===== config.mk =====
export PLATFORM = sky130hd
export DESIGN_NAME = mem_port_arbiter
export DESIGN_NICKNAME = d
export VERILOG_FILES = /design/src/rtl/mem_port_arbiter.sv
export SDC_FILE = /design/constraint.sdc
export NUM_CORES = 1
export LEC_CHECK = 0
export ABC_AREA = 1
export BUFFER_PORTS_ARGS = -buffer_cell sky130_fd_sc_hd__buf_2
export CORE_ASPECT_RATIO = 0.7
export CORE_MARGIN = 3
export CORE_UTILIZATION = 48
export CTS_CLUSTER_SIZE = 28
export DETAILED_ROUTE_END_ITERATION = 7
export PLACE_DENSITY_LB_ADDON = 0.15
export SLEW_MARGIN = 20
export SYNTH_ARGS = -nofsm -noshare
export SYNTH_HDL_FRONTEND = slang
export SYNTH_SLANG_ARGS = --single-unit

===== constraint.sdc =====
create_clock -name clk -period 1.75 [get_ports clk]
set_input_delay 0.0875 -clock clk [delete_from_list [all_inputs] [get_ports clk]]
set_output_delay 0.0875 -clock clk [all_outputs]
set_load 0.1 [all_outputs]

===== src/rtl/mem_port_arbiter.sv =====
// Shares one external memory port between instruction fetch and the data stage.
// Data has priority, a starvation counter forces fetch through, and a watchdog aborts hung accesses.
module mem_port_arbiter #(
   parameter int STARVE_LIMIT   = 4,
   parameter int TIMEOUT_CYCLES = 255
) (
   input  logic        clk,
   input  logic        rst_n,
   input  logic        i_req,
   input  logic [31:0] i_addr,
   output logic        i_ack_n,
   output logic [31:0] i_rdata,
   input  logic        d_req,
   input  logic        d_write,
   input  logic [1:0]  d_size,
   input  logic [31:0] d_addr,
   input  logic [31:0] d_wdata,
   output logic        d_ack_n,
   output logic [31:0] d_rdata,
   output logic        m_req,
   output logic        m_write,
   output logic [1:0]  m_size,
   output logic [31:0] m_addr,
   output logic [31:0] m_wdata,
   input  logic [31:0] m_rdata,
   input  logic        m_ack_n,
   output logic [1:0]  grant,
   output logic        bus_err
);

   // state | meaning
   // IDLE  | port free, arbitrating every cycle
   // GNT_I | fetch owns the port, waiting for m_ack_n
   // GNT_D | data owns the port, waiting for m_ack_n

   typedef enum logic [1:0] {IDLE = 2'd0, GNT_I = 2'd1, GNT_D = 2'd2} state_t;

   localparam logic [3:0] STARVE_MAX = 4'(STARVE_LIMIT);
   localparam logic [7:0] TMO_LAST   = 8'(TIMEOUT_CYCLES - 1);
   localparam logic [1:0] FETCH_SIZE = 2'b10;

   state_t      state, state_nxt;
   logic [3:0]  starve_cnt, starve_nxt;
   logic [7:0]  tmo_cnt, tmo_nxt;
   logic        i_elig, d_elig, pick_i, pick_d, done, abort;
   logic        m_req_nxt, m_write_nxt, i_ack_n_nxt, d_ack_n_nxt, bus_err_nxt;
   logic [1:0]  m_size_nxt, grant_nxt;
   logic [31:0] m_addr_nxt, m_wdata_nxt, i_rdata_nxt, d_rdata_nxt;

   // A requester with its ack pulse showing is finishing; its req is treated as consumed.
   always_comb begin
      i_elig = i_req && i_ack_n;
      d_elig = d_req && d_ack_n;
      pick_i = 1'b0;
      pick_d = 1'b0;
      if (i_elig && d_elig) begin
         if (starve_cnt >= STARVE_MAX) pick_i = 1'b1;
         else                          pick_d = 1'b1;
      end else begin
         pick_i = i_elig;
         pick_d = d_elig;
      end
      done  = (state != IDLE) && !m_ack_n;
      abort = (state != IDLE) && m_ack_n && (tmo_cnt == TMO_LAST);
   end

   always_ff @(posedge clk or negedge rst_n) begin
      if (!rst_n) begin
         state      <= IDLE;
         starve_cnt <= '0;
         tmo_cnt    <= '0;
         m_req      <= 1'b0;
         m_write    <= 1'b0;
         m_size     <= '0;
         m_addr     <= '0;
         m_wdata    <= '0;
         i_ack_n    <= 1'b1;
         d_ack_n    <= 1'b1;
         i_rdata    <= '0;
         d_rdata    <= '0;
         grant      <= '0;
         bus_err    <= 1'b0;
      end else begin
         state      <= state_nxt;
         starve_cnt <= starve_nxt;
         tmo_cnt    <= tmo_nxt;
         m_req      <= m_req_nxt;
         m_write    <= m_write_nxt;
         m_size     <= m_size_nxt;
         m_addr     <= m_addr_nxt;
         m_wdata    <= m_wdata_nxt;
         i_ack_n    <= i_ack_n_nxt;
         d_ack_n    <= d_ack_n_nxt;
         i_rdata    <= i_rdata_nxt;
         d_rdata    <= d_rdata_nxt;
         grant      <= grant_nxt;
         bus_err    <= bus_err_nxt;
      end
   end

   always_comb begin
      state_nxt = state;
      unique case (state)
         IDLE: begin
            if (pick_d)      state_nxt = GNT_D;
            else if (pick_i) state_nxt = GNT_I;
         end
         GNT_I, GNT_D: begin
            if (done || abort) state_nxt = IDLE;
         end
         default: state_nxt = IDLE;
      endcase
   end

   always_comb begin
      starve_nxt  = starve_cnt;
      tmo_nxt     = tmo_cnt;
      m_req_nxt   = m_req;
      m_write_nxt = m_write;
      m_size_nxt  = m_size;
      m_addr_nxt  = m_addr;
      m_wdata_nxt = m_wdata;
      i_ack_n_nxt = 1'b1;
      d_ack_n_nxt = 1'b1;
      i_rdata_nxt = i_rdata;
      d_rdata_nxt = d_rdata;
      grant_nxt   = grant;
      bus_err_nxt = 1'b0;
      unique case (state)
         IDLE: begin
            if (pick_d) begin
               m_req_nxt   = 1'b1;
               m_write_nxt = d_write;
               m_size_nxt  = d_size;
               m_addr_nxt  = d_addr;
               m_wdata_nxt = d_wdata;
               grant_nxt   = 2'b10;
               tmo_nxt     = '0;
               if (i_elig && (starve_cnt < STARVE_MAX)) starve_nxt = starve_cnt + 4'd1;
            end else if (pick_i) begin
               m_req_nxt   = 1'b1;
               m_write_nxt = 1'b0;
               m_size_nxt  = FETCH_SIZE;
               m_addr_nxt  = i_addr;
               grant_nxt   = 2'b01;
               tmo_nxt     = '0;
               starve_nxt  = '0;
            end
         end
         GNT_I, GNT_D: begin
            if (done || abort) begin
               m_req_nxt   = 1'b0;
               m_write_nxt = 1'b0;
               grant_nxt   = 2'b00;
               bus_err_nxt = abort;
               if (state == GNT_I) begin
                  i_ack_n_nxt = 1'b0;
                  i_rdata_nxt = done ? m_rdata : 32'h0;
               end else begin
                  d_ack_n_nxt = 1'b0;
                  // Stores leave the last load data in place.
                  if (!m_write) d_rdata_nxt = done ? m_rdata : 32'h0;
               end
            end else begin
               tmo_nxt = tmo_cnt + 8'd1;
            end
         end
         default: ;
      endcase
   end

endmodule


# Word-level counts from Yosys, hierarchy flattened
# Cells that the tools add are included.
dict set report totals {
  register_bits 151
  out_inout_bits 137
  word_cells 85
}
dict set report classes {
  add_sub_neg 2
  order_cmp 2
  eq_ne 7
  muxes 36
  bitwise_logic 2
  n_reduce_logical 22
}
# cell n
set op_table {}
lappend op_table {{2-to-1 mux 32 bit} 3}
lappend op_table {{2-to-1 mux 8 bit} 3}
lappend op_table {{2-to-1 mux 1 bit} 17}
lappend op_table {{case mux 8 bit (2 select lines)} 1}
lappend op_table {{2-to-1 mux 4 bit} 3}
lappend op_table {{AND reduction 3 bit} 4}
lappend op_table {{2-to-1 mux 2 bit} 5}
lappend op_table {{adder 8 x 1 -> 8 bit, second input constant} 1}
lappend op_table {{equality test 8 bit, second input constant} 1}
lappend op_table {{case mux 2 bit (2 select lines)} 2}
lappend op_table {{logical AND 1 bit} 7}
lappend op_table {{AND reduction 2 bit} 3}
lappend op_table {{nonzero test 2 bit} 3}
lappend op_table {{adder 4 x 1 -> 4 bit, second input constant} 1}
lappend op_table {{>= comparator 4 x 3 -> 1 bit, second input constant} 1}
lappend op_table {{less-than comparator 4 x 3 -> 1 bit, second input constant} 1}
lappend op_table {{inequality test 2 bit, second input constant} 2}
lappend op_table {{case mux 1 bit (2 select lines)} 2}
lappend op_table {{AND reduction 4 bit} 1}
lappend op_table {{inequality test 3 bit, second input constant} 1}
lappend op_table {{equality test 2 x 1 -> 1 bit, second input constant} 1}
lappend op_table {{equality test 2 bit, second input constant} 1}
lappend op_table {{zero test 2 bit} 1}
lappend op_table {{inequality test 2 x 1 -> 1 bit, second input constant} 1}
lappend op_table {{4 further kinds} 5}

# Logic depth before layout (Yosys ltp)
# Gate-level depths: netlist of the first run.
dict set report logic_depth {
  depth_word 6
  ltp_mapped 11
  mapped_depth_nobuf 10
}

# Worst setup path before layout of the first run
# OpenSTA, ideal clock, no wires.
dict set report synth_timing {
  kind {flip-flop to flip-flop}
  start {register i_ack_n}
  end {register m_addr[17]}
  setup_ns 0.126
  arrival_ns 1.730
  required_ns 1.624
  path_slack_ns -0.105
  stages_incl_launch_ff 9
  n_path_buf 1
  period_less_slack_ns 1.855
  cell_sequence {dfstp_2 > nand2_1 > nand2_1 > inv_1 > nor2_1 > inv_1 > clkbuf_1 > nand2_1 > nand3_1}
}
dict set report synth_between {
  elab_chain_cells 5
}
# item line_no
set synth_lines {}
lappend synth_lines {{from (decl)} 11} ;# output logic i_ack_n,
lappend synth_lines {{from (signal assigned)} 92} ;# i_ack_n <= i_ack_n_nxt;
lappend synth_lines {{logical AND 1 bit (*)} 52} ;# i_elig = i_req && i_ack_n;
lappend synth_lines {{logical AND 1 bit} 56} ;# if (i_elig && d_elig) begin
lappend synth_lines {{2-to-1 mux 1 bit} 56}
lappend synth_lines {{nonzero test 2 bit (no line)} --}
lappend synth_lines {{AND reduction 2 bit (no line)} --}
lappend synth_lines {{to (signal assigned)} 90} ;# m_addr <= m_addr_nxt;
lappend synth_lines {{to (decl)} 23} ;# output logic [31:0] m_addr,
# Mark *: on every way between the ends. The rest lies on a longest branch, timed or not.
# A chain may end at the register's enable or synchronous reset.

# Worst setup path in the final report of the first run
dict set report layout_timing {
  start {register state[1]}
  end {register d_rdata[30]}
}
dict set report layout_between {
  elab_chain_cells 5
}
# item line_no
set layout_lines {}
lappend layout_lines {{from (decl)} 42} ;# state_t state, state_nxt;
lappend layout_lines {{from (signal assigned)} 84} ;# state <= state_nxt;
lappend layout_lines {{nonzero test 2 bit} {63, 64}}
lappend layout_lines {{logical AND 1 bit (2 in series)} 64} ;# abort = (state != IDLE) && m_ack_n && (tmo_cnt == TMO_LAST);
lappend layout_lines {{logical OR 1 bit} 151} ;# if (done || abort) begin
lappend layout_lines {{AND reduction 4 bit (no line)} --}
lappend layout_lines {{to (signal assigned)} 95} ;# d_rdata <= d_rdata_nxt;
lappend layout_lines {{to (decl)} 19} ;# output logic [31:0] d_rdata,
# Parallel ways exist; a longest one is shown, timed or not.

==> results of run 1 <==
registers in the layout, indices dropped and copies added (netlist names):
name and flops:
m_size 2, d_rdata 32, tmo_cnt 8, state 2
bus_err 1, i_rdata 32, grant 2, m_addr 32
m_req 1, m_write 1, d_ack_n 1, i_ack_n 1
m_wdata 32, starve_cnt 4
what timing repair did:
| item | in CTS | in global routing |
|---|---|---|
| setup buffers | 7 | 2 |
| endpoints found under the hold margin | 274 | 0 |
| pin swaps | 3 | 4 |
| endpoints found under the setup margin | 69 | 113 |
| hold buffers | 131 | 0 |
| resized for setup | 10 | 109 |
| cloned | 5 | 6 |
cell families (layout without fill, tap and decap cells):
kind of cell               after synthesis  in the layout
buffers and inverters                   61            503
adders and majority gates                5              5
AOI/OAI and AO/OA                       73             73
xor gates and xnor gates                 1              1
DFF                                    151            151
and+or+nand+nor                        422            423
cell type report:
class	count	area [um^2]	share of cell area
flip-flops and latches	151	3790	0.358
repair buffers	446	3280	0.310
multi-input cells	502	2610	0.247
clock buffers	18	429	0.0406
well taps	162	203	0.0192
clock inverters	14	168	0.0159
inverters	25	96.3	0.00912
how the worst min path moves through the flow:
stage	startpoint	endpoint	depth (start not counted)
floorplan	rst_n	bus_err$_DFF_PN0_	0
global placement	rst_n	i_rdata[4]$_DFFE_PN0P_	1
detailed placement	rst_n	d_rdata[4]$_DFFE_PN0P_	1
CTS	d_write	m_write$_DFFE_PN0P_	5
global route	d_write	m_write$_DFFE_PN0P_	5
finish	d_write	m_write$_DFFE_PN0P_	5
cell usage in the layout, fill, tap and decap left out, types with 10 or more instances in the layout:
cell type	n
inv_1	17
dlygate4sd3_1	131
buf_4	18
nand2_2	12
o21ai_2	36
buf_2	271
clkbuf_16	20
nor2_1	13
o21ai_1	27
buf_12	10
nand3_1	75
dfrtp_1	149
nand2_1	283
nand2_4	26
metal layers:
layer	wire, um	track usage	part of all wire
met4	747	0.131	0.032
met3	1930	0.0664	0.082
met2	11700	0.497	0.50
met5	0	0	0
met1	9180	0.370	0.39
critical path: cells and delay by family (launching register included):
kind / cells / cell delay, ps
buf+inv: 4 / 560
simple gates: 5 / 550
flops: 1 / 370
fa+ha+maj: 1 / 160
compound gates: 1 / 50
per-stage QoR:
step           cell area, um^2  TNS, ps  instances
6_report                 10600    -1550       1318
5_1_grt                  10600    -4570       1318
4_1_cts                  10200    -20.2       1312
3_5_place_dp              8030   -10830       1137
3_3_place_gp              8030    -9570       1137
2_1_floorplan             6360    -52.6        713
==> impl_results.md, run 1 <==
* Worst setup margin at -72.6 ps
* Slew margin rel. at 0.648
* Final wirelength at about 24,000 um
* Initial antenna violation count at 0
* Top post-synthesis cells by area: dfrtp_1 59%, nand2_1 19%, nand3_1 6.0%
* Sequential area share after synthesis at 0.595
* Critical path class: reg2reg
* Worst Reg-to-Reg Cells at 11
* Starting DRT DRC Count at roughly 450
* F_max at about 550 MHz
* Outcome: complete, but fails checks
* Unique cell type count in the Yosys netlist at 29
* DP Worst Slack at -350 ps
* I/O pin cnt at 273
* Crit-path cells: inv_2 > ha_4 > buf_6 > nor2_4 > nand3_2 > nand2_4 > buf_6 > nand3_4 > clkbuf_16 > nand2_4 > o21ai_2
* Post-DR vias/cell at around 5.2
* Fin. max-slew vios at 0
* Cell area after synthesis at 6350 um^2
* Clock root cell: clkbuf_16
* Skew-Pair Late Insertion Delay at 420 ps
* Final setup fails at 39
* DRC violations left at 0
* Max incr delay on CP at roughly 370 ps
* Top_reg_cell synth: dfrtp_1
* Nets at 1,284
* CP Max Fanout at 8
* Routability Congestion at about 0.8
* Rows at 34
* Initial core utilization at 0.501
* Xor and xnor area share after synthesis at 0.00138
* Pin slew with the least headroom to its limit at ~530 ps
* Detailed Place HPWL at between 10,000 and 15,000 um
* R2R setup slack at -70 ps
* Gr usage total at 0.295
* Reg clk slew, reported paths at 60 ps
* Vias after detailed routing at between 6,000 and 7,000
* First drt pass iteration count at 5
* WHS at 39.8 ps
* Routed wire per std cell at ~18 um
* Synth Area in Simple Gates at 0.273
* Post-DRT Antenna Nets at 0
* R2R Path End: d_rdata[30]$_DFFE_PN0P_
* Utilization after layout at 0.834
* Synth Area in Compound Gates at 0.0735
* Die ar. at 14,700 um^2
* Largest area contributor in the synthesized netlist: dfrtp_1
* Largest family of logic cells by synthesized area: simple AND/OR/NAND/NOR gates
* Mapped Cells at approximately 710
* Setup crit start: state[1]$_DFFE_PN0P_
* Max clock buf depth at 2
* Core area at 12,700 um^2
* YS warnings at 0
* Syn Area/Cell at roughly 8.9 um^2
* Startpoint types: register
* CTS tree: built
* Count leader, synth: nand2_1
* Crit path max-delay cell type: dfrtp_1
* Seq cells post-synth at between 150 and 200
* Post-layout minimum cycle time at about 1800 ps
* Net count after synthesis at about 850
* Global-route wire length before repair at 34,300 um
* Critical R2R Launch: state[1]$_DFFE_PN0P_
* Synth-to-layout area growth at 66.3%
* Required time of the critical path at approximately 2100 ps
* Final Skew at about 11 ps
* Critical Path End: d_rdata[30]$_DFFE_PN0P_
* Worst EP arrival at 2120 ps
* Post-synth EDFFs at 0
* Sink Count at 151
* Most frequent cells after synthesis: 318 x nand2_1, 149 x dfrtp_1, 76 x nand3_1, 29 x o21ai_1, 22 x o21ai_2
* Max-cap violations at 0
* Layout cells sized above 1 at 0.383
* CP endpoint kind: register
* Largest net degree at the start of global routing at 65
* Number of port buffers at approximately 270
* Die Ht at approximately 100 um
* Num CTS Buffers at 17
* Grt total ovfl at 0
* Htree depth at 4
* Adder-cell share of the synthesized area at 0.00985
* ANT cells at 0
* Mux contribution to synthesized area at 0
* Fill cells at around 700
* Failing checks: setup timing
* Asr flop ratio synth at 1.00
* Die W at roughly 140 um
* Post-synth top area share at 0.587
* Hold crit path type: in2reg
* Unrepaired setup endpoints after global routing: true
* Tcrit/Tclk final at 1.04
* Vias in the first global route at roughly 7,000
* Hold Vio Cnt, Final at 0
Power of run 1 is left out: the tool's default activity adds up to more than one toggle a clock period on the data nets, which glitch-free logic cannot reach.
==> run 2, diff against run 1 <==
--- a/config.mk
+++ b/config.mk
@@ -13,6 +13,8 @@
 export CTS_CLUSTER_SIZE = 28
 export DETAILED_ROUTE_END_ITERATION = 7
 export PLACE_DENSITY_LB_ADDON = 0.15
+export RECOVER_POWER = 25
+export REMOVE_ABC_BUFFERS = 1
 export SLEW_MARGIN = 20
 export SYNTH_ARGS = -nofsm -noshare
 export SYNTH_HDL_FRONTEND = slang
==> impl_results.md, run 2 (synthesized netlist as in run 1, its figures left out) <==
* Outcome: finished clean
* Cell area after layout at 10,000 um^2
* Fill cells at between 800 and 900
* Max clock buf depth at 2
* Commonest non-fill, non-tap cell in the layout: nand2_1
* FF+latch area at 3780 um^2
* Nets at 1,265
* Most frequent CP cell: inv_2
* Critical path class: reg2reg
* Slew margin rel. at 0.368
* Gr usage total at 0.280
* Number of port buffers at 272
* Core area at 12,700 um^2
* Post-DR vias/cell at slightly above 5
* Final wirelength at 21,900 um
* Non-Filler Instances at roughly 1,300
* Reg clk slew, reported paths at approximately 60 ps
* Synth-to-layout area growth at 58.0%
* CP Max Fanout at 8
* Skew-Pair Late Insertion Delay at 410 ps
* Utilization after layout at 0.792
* Htree depth at 4
* Commonest non-fill, non-tap cells in the layout: 317 x nand2_1, 271 x buf_2, 149 x dfrtp_1, 131 x dlygate4sd3_1, 76 x nand3_1
* Num CTS Buffers at 17
* Hold path cells at 5
* Die W at about 140 um
* Post-DP Area at between 7000 and 8000 um^2
* Initial antenna violation count at 0
* Rows at 34
* Hold Vio Cnt, Final at 0
* Max incr delay on CP at about 390 ps
* Largest net degree at the start of global routing at between 60 and 70
* Die Ht at 102 um
* Pin slew with the least headroom to its limit at 947 ps
* F_max at ~600 MHz
* Sink Count at approximately 150
* Placed insts at roughly 1,100
* CP delay by family, top: simple AND/OR/NAND/NOR gates
* Hold_sp: d_write
* Required time of the critical path at ~2100 ps
* CP endpoint kind: register
* Worst EP arrival at about 2000 ps
* Post-DRT Antenna Nets at 0
* Startpoint types: register
* Crit-path cells: inv_2 > ha_2 > inv_2 > nor2_4 > nand3_2 > nand2_4 > nand3_4 > clkbuf_16 > nand2_1 > o21ai_0
* CP Buf/Inv Count at 3
* Initial core utilization at 0.501
* Worst Reg-to-Reg Cells at 10
* Final Skew at between 10 and 15 ps
* Tcrit/Tclk final at 0.973
* Hold Crit Endpoint: m_write$_DFFE_PN0P_
* DRC violations left at 0
* Die ar. at around 15,000 um^2
* Starting DRT DRC Count at 431
* Final setup fails at 0
* Layout cells sized above 1 at 0.327
* R2R setup slack at between 40 and 50 ps
* Setup TNS at 0 ps
* Max-cap violations at 0
* Routability Congestion at approximately 0.85
* Crit path max-delay cell type: dfrtp_1
* CTS tree: built
* I/O pin cnt at between 200 and 300
* R2R Path End: i_rdata[30]$_DFFE_PN0P_
* Vias in the first global route at about 6,500
* Clock root cell: clkbuf_16
* Routed wire per std cell at 16.8 um
* Critical R2R Launch: tmo_cnt[0]$_DFFE_PN0P_
* Global-route wire length before repair at 32,300 um
* First drt pass iteration count at 5
* Post-layout minimum cycle time at 1700 ps
* Vias after detailed routing at around 6,700
* Multi-input logic area at about 2300 um^2
* Fin. max-slew vios at 0
* Detailed Place HPWL at between 10,000 and 15,000 um
* Hold crit path type: in2reg
* Grt total ovfl at 0
==> run 2: changes by cell type in the layout (fill, tap and decap cells not counted), moves of 3 or more <==
cell,previous run,this run
buf_4,18,9
nand2_1,283,317
o21ai_0,3,16
nand2_4,26,1
nand2_2,12,3
buf_16,3,0
inv_6,2,5
buf_6,9,4
o21ai_2,36,22
==> run 2: worst max path at each step <==
stage	endpoint	slack, ps	startpoint	depth (start not counted)
floorplan	m_size[1]$_DFFE_PN0P_	-3530	d_ack_n$_DFF_PN1_	6
global placement	i_rdata[30]$_DFFE_PN0P_	140	state[0]$_DFFE_PN0P_	9
detailed placement	i_rdata[15]$_DFFE_PN0P_	80	state[0]$_DFFE_PN0P_	9
CTS	i_rdata[15]$_DFFE_PN0P_	60	state[0]$_DFFE_PN0P_	9
global route	i_rdata[30]$_DFFE_PN0P_	-30	state[0]$_DFFE_PN0P_	9
finish	i_rdata[30]$_DFFE_PN0P_	50	tmo_cnt[0]$_DFFE_PN0P_	10
==> run 2: layout make-up <==
class	count	share of cell area
clock buffer	18	0.0438
inverter	25	0.00935
timing repair buffer	428	0.303
clock inverter	14	0.0162
multi-input combinational	501	0.231
sequential	151	0.377
antenna	1	0.000249
tap	162	0.0202
==> run 2: metal layers <==
metal | routed length (um) | track usage
met1 | 8830 | 0.350
met2 | 10600 | 0.471
met3 | 1770 | 0.0674
met4 | 654 | 0.117
met5 | 0 | 0
==> run 2: stage by stage <==
stage / worst slack, ps / hold slack (ps)
2_1_floorplan: -3530 / -208
3_3_place_gp: 138 / 8.55
3_5_place_dp: 82.3 / 7.17
4_1_cts: 57.4 / 51.3
5_1_grt: -26.9 / 70.2
6_report: 47.8 / 69.0
==> run 2: worst min-delay path: stages <==
cell and delay (ps):
buf_2 100, nand2_1 50, nor2_1 40, nand4_1 90
nand2_1 70
==> run 2: repair_timing <==
action	4_1_cts	5_1_grt
hold buffers	131	0
hold endpoints to repair	250	0
setup endpoints to repair	0	44
gates resized for setup	0	10
setup buffers	0	2
Power of run 2 is left out for the same reason.
